### src/rtl/pwm_pkg.sv
`default_nettype none
// ============================================================================
// Module   : pwm_pkg
// Purpose  : Shared PWM constants, decoder FSM state type and a majority helper.
// Revision : 1.0 - initial release
// ============================================================================
package pwm_pkg;

    localparam int               PWM_W   = 11;
    localparam logic [PWM_W-1:0] PWM_MAX = 11'd1042;

    typedef enum logic [0:0] {
        ACQ = 1'b0,
        RUN = 1'b1
    } pwm_dec_state_t;

    function automatic logic maj3(input logic a, input logic b, input logic c);
        return (a & b) | (a & c) | (b & c);
    endfunction

endpackage
`default_nettype wire

### src/rtl/pwm_decoder_if.sv
`default_nettype none
// ============================================================================
// Module   : pwm_decoder_if
// Purpose  : Sample valid/ready channel of the PWM decoder.
// Revision : 1.0 - initial release
// ============================================================================
interface pwm_decoder_if
    import pwm_pkg::*;
#(
    parameter int W = PWM_W
);

    logic [W-1:0] sample;
    logic         sample_valid;
    logic         sample_ready;
    logic         period_err;

    modport master (
        output sample,
        output sample_valid,
        output period_err,
        input  sample_ready
    );

    modport slave (
        input  sample,
        input  sample_valid,
        input  period_err,
        output sample_ready
    );

endinterface
`default_nettype wire

### src/rtl/pwm_sync.sv
`default_nettype none
// ============================================================================
// Module   : pwm_sync
// Purpose  : 2-flop synchronizer, optional majority glitch filter
//            (PWM_DECODER_FILTER_EN) and rising-edge detect for pwm_in.
// Revision : 1.0 - initial release
// ============================================================================
module pwm_sync
    import pwm_pkg::*;
(
    input  logic clk,
    input  logic rst_n,
    input  logic i_pwm_in,
    output logic o_s,
    output logic o_rise
);

    logic r_sync1;
    logic r_sync2;
    logic r_s_d;
    logic w_s;

    always_ff @(posedge clk or negedge rst_n) begin
        if (!rst_n) begin
            r_sync1 <= 1'b0;
            r_sync2 <= 1'b0;
        end else begin
            r_sync1 <= i_pwm_in;
            r_sync2 <= r_sync1;
        end
    end

`ifdef PWM_DECODER_FILTER_EN
    // Majority of the last three synchronized samples: single-cycle
    // pulses or drops never reach two votes, both edges shift by 2 cycles.
    logic r_hist1;
    logic r_hist2;
    logic r_maj;

    always_ff @(posedge clk or negedge rst_n) begin
        if (!rst_n) begin
            r_hist1 <= 1'b0;
            r_hist2 <= 1'b0;
            r_maj   <= 1'b0;
        end else begin
            r_hist1 <= r_sync2;
            r_hist2 <= r_hist1;
            r_maj   <= maj3(r_sync2, r_hist1, r_hist2);
        end
    end

    assign w_s = r_maj;
`else
    assign w_s = r_sync2;
`endif

    always_ff @(posedge clk or negedge rst_n) begin
        if (!rst_n) begin
            r_s_d <= 1'b0;
        end else begin
            r_s_d <= w_s;
        end
    end

    assign o_s    = w_s;
    assign o_rise = w_s & ~r_s_d;

endmodule
`default_nettype wire

### src/rtl/pwm_decoder.sv
`default_nettype none
// ============================================================================
// Module   : pwm_decoder
// Purpose  : Recovers per-frame PWM high-cycle count and publishes it on a
//            valid/ready channel. Build option: PWM_DECODER_FILTER_EN.
// Revision : 1.0 - initial release
// ============================================================================
module pwm_decoder
    import pwm_pkg::*;
#(
    parameter int           W   = PWM_W,
    parameter logic [W-1:0] MAX = PWM_MAX
) (
    input  logic          clk,
    input  logic          rst_n,
    input  logic          i_pwm_in,
    pwm_decoder_if.master bus,
    output logic          o_overrun,
    output logic          o_locked
);

    localparam logic [W-1:0] c_FRAME_LEN = MAX + W'(1);

    logic           w_s;
    logic           w_rise;
    logic           w_frame_full;
    logic           w_close;
    logic           w_publish;

    logic [W-1:0]   r_fr_cnt;
    logic [W-1:0]   r_hi_cnt;

    pwm_dec_state_t r_state;
    pwm_dec_state_t w_state_nxt;

    logic [W-1:0]   r_sample;
    logic           r_valid;
    logic           r_period_err;
    logic           r_overrun;

    pwm_sync u_sync (
        .clk      (clk),
        .rst_n    (rst_n),
        .i_pwm_in (i_pwm_in),
        .o_s      (w_s),
        .o_rise   (w_rise)
    );

    // A rise landing exactly on the frame timeout is one close, not two.
    assign w_frame_full = (r_fr_cnt == c_FRAME_LEN);
    assign w_close      = w_rise | w_frame_full;

    always_ff @(posedge clk or negedge rst_n) begin
        if (!rst_n) begin
            r_fr_cnt <= '0;
            r_hi_cnt <= '0;
        end else if (w_close) begin
            r_fr_cnt <= W'(1);
            r_hi_cnt <= W'(w_s);
        end else begin
            r_fr_cnt <= r_fr_cnt + W'(1);
            r_hi_cnt <= r_hi_cnt + W'(w_s);
        end
    end

    always_ff @(posedge clk or negedge rst_n) begin
        if (!rst_n) begin
            r_state <= ACQ;
        end else begin
            r_state <= w_state_nxt;
        end
    end

    // The first close only establishes frame phase; its partial count is dropped.
    always_comb begin
        w_state_nxt = r_state;
        w_publish   = 1'b0;
        case (r_state)
            ACQ:     if (w_close) w_state_nxt = RUN;
            RUN:     w_publish = w_close;
            default: w_state_nxt = ACQ;
        endcase
    end

    always_ff @(posedge clk or negedge rst_n) begin
        if (!rst_n) begin
            r_sample     <= '0;
            r_valid      <= 1'b0;
            r_period_err <= 1'b0;
            r_overrun    <= 1'b0;
        end else begin
            r_overrun <= 1'b0;
            if (w_publish) begin
                r_sample     <= r_hi_cnt;
                r_period_err <= ~w_frame_full;
                r_valid      <= 1'b1;
                r_overrun    <= r_valid & ~bus.sample_ready;
            end else if (r_valid && bus.sample_ready) begin
                r_valid <= 1'b0;
            end
        end
    end

    assign bus.sample       = r_sample;
    assign bus.sample_valid = r_valid;
    assign bus.period_err   = r_period_err;
    assign o_overrun        = r_overrun;
    assign o_locked         = (r_state == RUN);

endmodule
`default_nettype wire

### src/flat_wrapper.sv
// flat-port wrapper written by rule: the top's interface ports become plain ports
module pwm_decoder_flat import pwm_pkg::*;
#(
    parameter int           W   = PWM_W,
    parameter logic [W-1:0] MAX = PWM_MAX
)
  (clk, rst_n, i_pwm_in, o_overrun, o_locked, bus_sample, bus_sample_valid, bus_period_err, bus_sample_ready);
  pwm_decoder_if #(.W(W)) bus_i ();
  input  logic clk;
  input  logic rst_n;
  input  logic i_pwm_in;
  output logic o_overrun;
  output logic o_locked;
  output wire logic [$bits(bus_i.sample)-1:0] bus_sample;
  output wire logic [$bits(bus_i.sample_valid)-1:0] bus_sample_valid;
  output wire logic [$bits(bus_i.period_err)-1:0] bus_period_err;
  input wire logic [$bits(bus_i.sample_ready)-1:0] bus_sample_ready;
  assign bus_sample = bus_i.sample;
  assign bus_sample_valid = bus_i.sample_valid;
  assign bus_period_err = bus_i.period_err;
  assign bus_i.sample_ready = bus_sample_ready;
  pwm_decoder #(.W(W), .MAX(MAX)) u_core (.clk(clk), .rst_n(rst_n), .i_pwm_in(i_pwm_in), .bus(bus_i), .o_overrun(o_overrun), .o_locked(o_locked));
endmodule
### config.mk
export PLATFORM = sky130hd
export DESIGN_NAME = pwm_decoder_flat
export DESIGN_NICKNAME = d
export VERILOG_FILES = /design/src/rtl/pwm_pkg.sv /design/src/rtl/pwm_decoder_if.sv /design/src/rtl/pwm_sync.sv /design/src/rtl/pwm_decoder.sv /design/src/flat_wrapper.sv
export SDC_FILE = /design/constraint.sdc
export NUM_CORES = 1
export LEC_CHECK = 0
export CORE_AREA = 4 4 78 80
export CTS_CLUSTER_DIAMETER = 60
export DETAILED_ROUTE_END_ITERATION = 10
export DIE_AREA = 0 0 82 84
export HOLD_SLACK_MARGIN = 0.15
export SYNTH_ARGS = -nofsm -noshare
export SYNTH_HDL_FRONTEND = slang
export SYNTH_HIERARCHICAL = 1
export SYNTH_SLANG_ARGS = --single-unit
### constraint.sdc
create_clock -name clk -period 4.1 [get_ports clk]
set_input_delay 0.82 -clock clk [delete_from_list [all_inputs] [get_ports clk]]
set_output_delay 0.82 -clock clk [all_outputs]
set_load 0.1 [all_outputs]
**Word level (Yosys, flattened, before mapping)**

Cells that the tools add are included.

- Muxes and demuxes: 8
- Eq/ne operators: 1
- Bitwise gates (word level): 6
- Add/subtract/negate cells: 2
- Reductions and logical operators: 2

Operators by type and width:

| operator | number |
|---|---|
| $mux 11 | 2 |
| $add 11x1->11 | 1 |
| $add 11x1->11 const B | 1 |
| $eq 11x11->1 const B | 1 |
| $mux 1 | 6 |
| $not 1->1 | 3 |
| $and 1x1->1 | 2 |
| $reduce_bool 2->1 | 1 |
| $logic_and 1x1->1 | 1 |
| $or 1x1->1 | 1 |

- Register bits: 40
- Bits of input ports: 4
- Output and inout bits: 15
- Logic and storage cells: 29

**Logic depth before layout (Yosys ltp)**

- Depth after elaboration: 5
- Depth in mapped cells: 6
- Depth with buffers taken out: 5

**Modules after synthesis**

Netlist, hierarchy kept.

Modules (own cells, without submodules):

| module | cells each | times used | seq. area each (µm²) | area an instance (µm²) |
|---|---|---|---|---|
| pwm_decoder | 214 | 1 | 925.9 | 1998.2 |
| pwm_sync | 4 | 1 | 75.1 | 88.8 |

**Worst setup path after synthesis**

No wires, ideal clock.

- Kind: flip-flop to flip-flop
- Start: register u_core.r_fr_cnt[0]
- End: register u_core.r_sample[0], in the netlist u_core/bus.sample[0]
- Data arrival time: 1.772 ns
- Clock period less this slack: 1.905 ns
- Required time: 3.967 ns
- Library setup time: 0.133 ns
- Stages on the path, launching flop included: 7
- Path slack: 2.195 ns
- Cells stage by stage: dfrtp_1 -> ha_1 -> or4b_4 -> buf_6 -> buf_4 -> a222oi_1 -> nand3_1

- Word-level cells in the longest chain between the ends: 3

Ends and longest elaborated chain:

| item | line | source |
|---|---|---|
| start: declaration | pwm_decoder.sv:30 | `logic [W-1:0] r_fr_cnt;` |
| start signal: assignment | pwm_decoder.sv:61 | `r_fr_cnt <= r_fr_cnt + W'(1);` |
| $eq 11x11->1 | pwm_decoder.sv:50 | `assign w_frame_full = (r_fr_cnt == c_FRAME_LEN);` |
| $or 1x1->1 | pwm_decoder.sv:51 | `assign w_close = w_rise \| w_frame_full;` |
| $mux 1 | pwm_decoder.sv:78 | `case (r_state)` |
| end signal: assignment | pwm_decoder.sv:94 | `r_sample <= r_hi_cnt;` |
| end: declaration | pwm_decoder.sv:36 | `logic [W-1:0] r_sample;` |

Every way passes these cells.
A chain may end at the register's enable or synchronous reset.

**Final worst setup path**

- Start: register u_core.r_state, in the netlist u_core/o_locked
- End: output port o_locked

RTL lines:

| item | line | source |
|---|---|---|
| start: declaration | pwm_decoder.sv:33 | `pwm_dec_state_t r_state;` |
| start signal: assignment | pwm_decoder.sv:70 | `r_state <= w_state_nxt;` |
| end: declaration | flat_wrapper.sv:13 | `output logic o_locked;` |

No word-level cell between the ends.

==> qor.txt <==
Area grow syn2layout -> 15.2%
Layout Utilization -> 0.445
Crit path kind -> reg -> out
Final ANT Viol Nets -> 0
Longest Clk Path Bufs -> 2
Drt drc -> 0
Slowest stage cell on the critical path -> clkdlybuf4s50_1
Worst VDD drop -> 0.194 mV
Tmin final -> 3.11 ns
Filler cells -> 541
Crit path largest cell delay -> 1.25 ns
Inst Count DP -> 296
Worst Setup Start Kind -> flip-flop
CTS Hold Bufs -> 0
Vias in the first global route -> 1625
Via density per instance -> 5.71
Root buf cell -> clkbuf_8
RR Endpoint -> u_core/bus.sample[9]
Hold Vio Cnt, Final -> 0
Die width -> 82 um
Syn Area/Cell -> 9.57 um2
Critical path peak fanout -> 24
GPL Wtd Cong -> 0.774
Initial core utilization -> 0.386
Yosys warnings -> 6
Top post-synthesis cells by area -> dfrtp_1, or4_1, nand3_1, o21ai_0, a221oi_1
Die area -> 6890 um2
Buf/Inv on CP -> 1
Iteration-0 DRC Markers -> 127
Design area -> 2400 um2
DR pass1 iterations -> 4
CTS tree -> yes
Antenna violations before repair -> 0
Multi-input gate area -> 1020 um2
Leakage -> 0.966 nW
Hold crit path type -> reg -> reg
Register bit total from synthesis -> 40
Syn nets -> 225
R2R cell count -> 3
Sequential share of the synthesized area -> 0.480
Crit-path cells -> clkdlybuf4s50_1
Gr usage total -> 0.147
Fin crit share -> 0.759
Finish-stage setup viols -> 0
Nets -> 238
WP data required -> 3.28 ns
Share of cells above drive strength 1 -> 0.0560
Hold_ws -> 0.361 ns
PostCTS Resize Cnt -> 0
Ports -> 19
Remaining Overflow, GRT -> 0
Die height -> 84 um
Slew Limit Fails -> 0
Largest net degree at the start of global routing -> 41
N_diodes -> 0
Dpl cell area -> 2300 um2
Inserted Clock Buffers -> 5
Fmax -> 321 MHz
First-pass GRT wire length -> 7890 um
Cell variety after synth -> 33
Cell taking the most area after synthesis -> dfrtp_1
Hold path depth -> 0
Clk_lat worst skew -> 0.30 ns
Aggregate routed wire length -> 4550 um
Placed wire-length estimate -> 2890 um
Unrepaired setup endpoints after global routing -> false
Mapped Cells -> 218
Clock transition at path regs -> 0.08 ns
Power Density -> 468 nW/um2
Status -> finished clean
Worst R2R Start -> u_core/r_fr_cnt[6]
Max-cap violations -> 0
Reg area -> 1000 um2
Setup_tns -> 0 ns
CTS H-tree lvls -> 2
Routed wire per std cell -> 15.0 um
IO buf count -> 18
Top-area cell type share of the netlist area -> 0.480
CP Capture Type -> output port
CP delay by family, top -> buffers and inverters
Min-delay src -> u_core/u_sync/r_sync1
Setup bufs post-CTS -> 0
Mapped cell area -> 2090 um2
Std-Cell Rows -> 27
Clk sinks -> 40
Worst slew margin -> 0.352
Routed vias -> 1736
R2r setup slk -> 1.98 ns
Non-filler cells, final -> 304
Hold EP -> u_core/u_sync/o_s
Clock Skew -> 0.00912 ns
Worst slew pin tran -> 0.969 ns
Core box area -> 5410 um2
CP Data Arrival Time -> 2.29 ns
[metal layers]
layer	GRT usage	routed length, um	share of wire	vias up
li1	-	-	-	855
met4	0.0544	77	0.017	0
met3	0.0356	164	0.036	6
met2	0.219	2080	0.46	27
met1	0.203	2230	0.49	848
met5	0	0	0	-
[cells in the mapped netlist (all sizes together)]
cell	n
or4b	1
nand4bb	1
nor2	7
nor4b	2
nand3	21
or4	16
nand4	3
a21oi	12
nor2b	13
o31ai	5
or2	1
a222oi	2
and3	9
buf	2
ha	3
a31oi	1
or3	7
xnor2	2
o21ai	18
inv	3
nand2	18
clkbuf	10
and2	3
a41oi	1
a31o	1
a221oi	9
dfrtp	40
o22ai	1
xor2	4
nor4	1
mux2	1
[flip-flops by register name, summed over array words and instances, names as in the netlist]
name	count
u_core/bus.period_err	1
u_core/bus.sample	11
u_core/bus.sample_valid	1
u_core/o_locked	1
u_core/o_overrun	1
u_core/r_fr_cnt	11
u_core/r_hi_cnt	11
u_core/u_sync/o_s	1
u_core/u_sync/r_s_d	1
u_core/u_sync/r_sync1	1
[through the flow]
| step | setup slack [ns] | total power (W) |
|---|---|---|
| 2_1_floorplan | 2.20 | 0.000745 |
| 6_report | 0.986 | 0.00113 |
| 3_3_place_gp | 1.33 | 0.000812 |
| 4_1_cts | 0.963 | 0.00114 |
| 5_1_grt | 0.831 | 0.00119 |
| 3_5_place_dp | 1.30 | 0.000817 |
[area by class of cell]
type,count,area share
multi-input cells,163,0.424
repair buffers,18,0.0729
well taps,72,0.0375
inverters,3,0.00469
clock buffers,6,0.0302
clock inverters,2,0.0146
flip-flops and latches,40,0.416
[worst max-delay path by stage]
stage	slack, ns	from	cells past startpoint	endpoint
after detailed placement	1.30	u_core/o_locked	1	o_locked
after global routing	0.83	u_core/o_locked	1	o_locked
after global placement	1.33	u_core/o_locked	1	o_locked
after floorplan	2.20	u_core/r_fr_cnt[0]	6	u_core/bus.sample[0]
final	0.99	u_core/o_locked	1	o_locked
after CTS	0.96	u_core/o_locked	1	o_locked
[power breakdown]
part           leakage, nW  switching, W  internal (W)  total (W)
sequential           0.508     0.0000542      0.000441   0.000495
clock               0.0552      0.000138      0.000181   0.000319
combinational        0.404      0.000214     0.0000983   0.000312
[cells in the final DEF (no fill, tap or decap), types with 3 or more instances in the layout]
cell type        Yosys  routed
nor2b_1             12      12
and2_1               3       3
or4_1               16      16
dfrtp_1             40      40
a221oi_1             9       9
o31ai_1              5       5
xor2_1               4       4
clkdlybuf4s50_1      0      17
nand4_1              3       3
clkbuf_8             0       5
ha_1                 3       3
nand3_1             21      21
nand2_1             18      18
or3_1                7       7
inv_1                3       3
and3_1               9       9
o21ai_0             18      18
nor2_1               7       7
a21oi_1             12      12
[logic make-up (layout without fill, tap and decap cells)]
kind of cell    count (synthesis)  in the layout  share of synthesized area
fa+ha+maj                       3              3                     0.0180
buf+inv                        15             29                     0.0324
mux                             1              1                    0.00540
xor+xnor                        6              6                     0.0252
simple gates                  103            103                      0.288
compound gates                 50             50                      0.152
flops                          40             40                      0.480
Power figures use the tool's default switching activity.
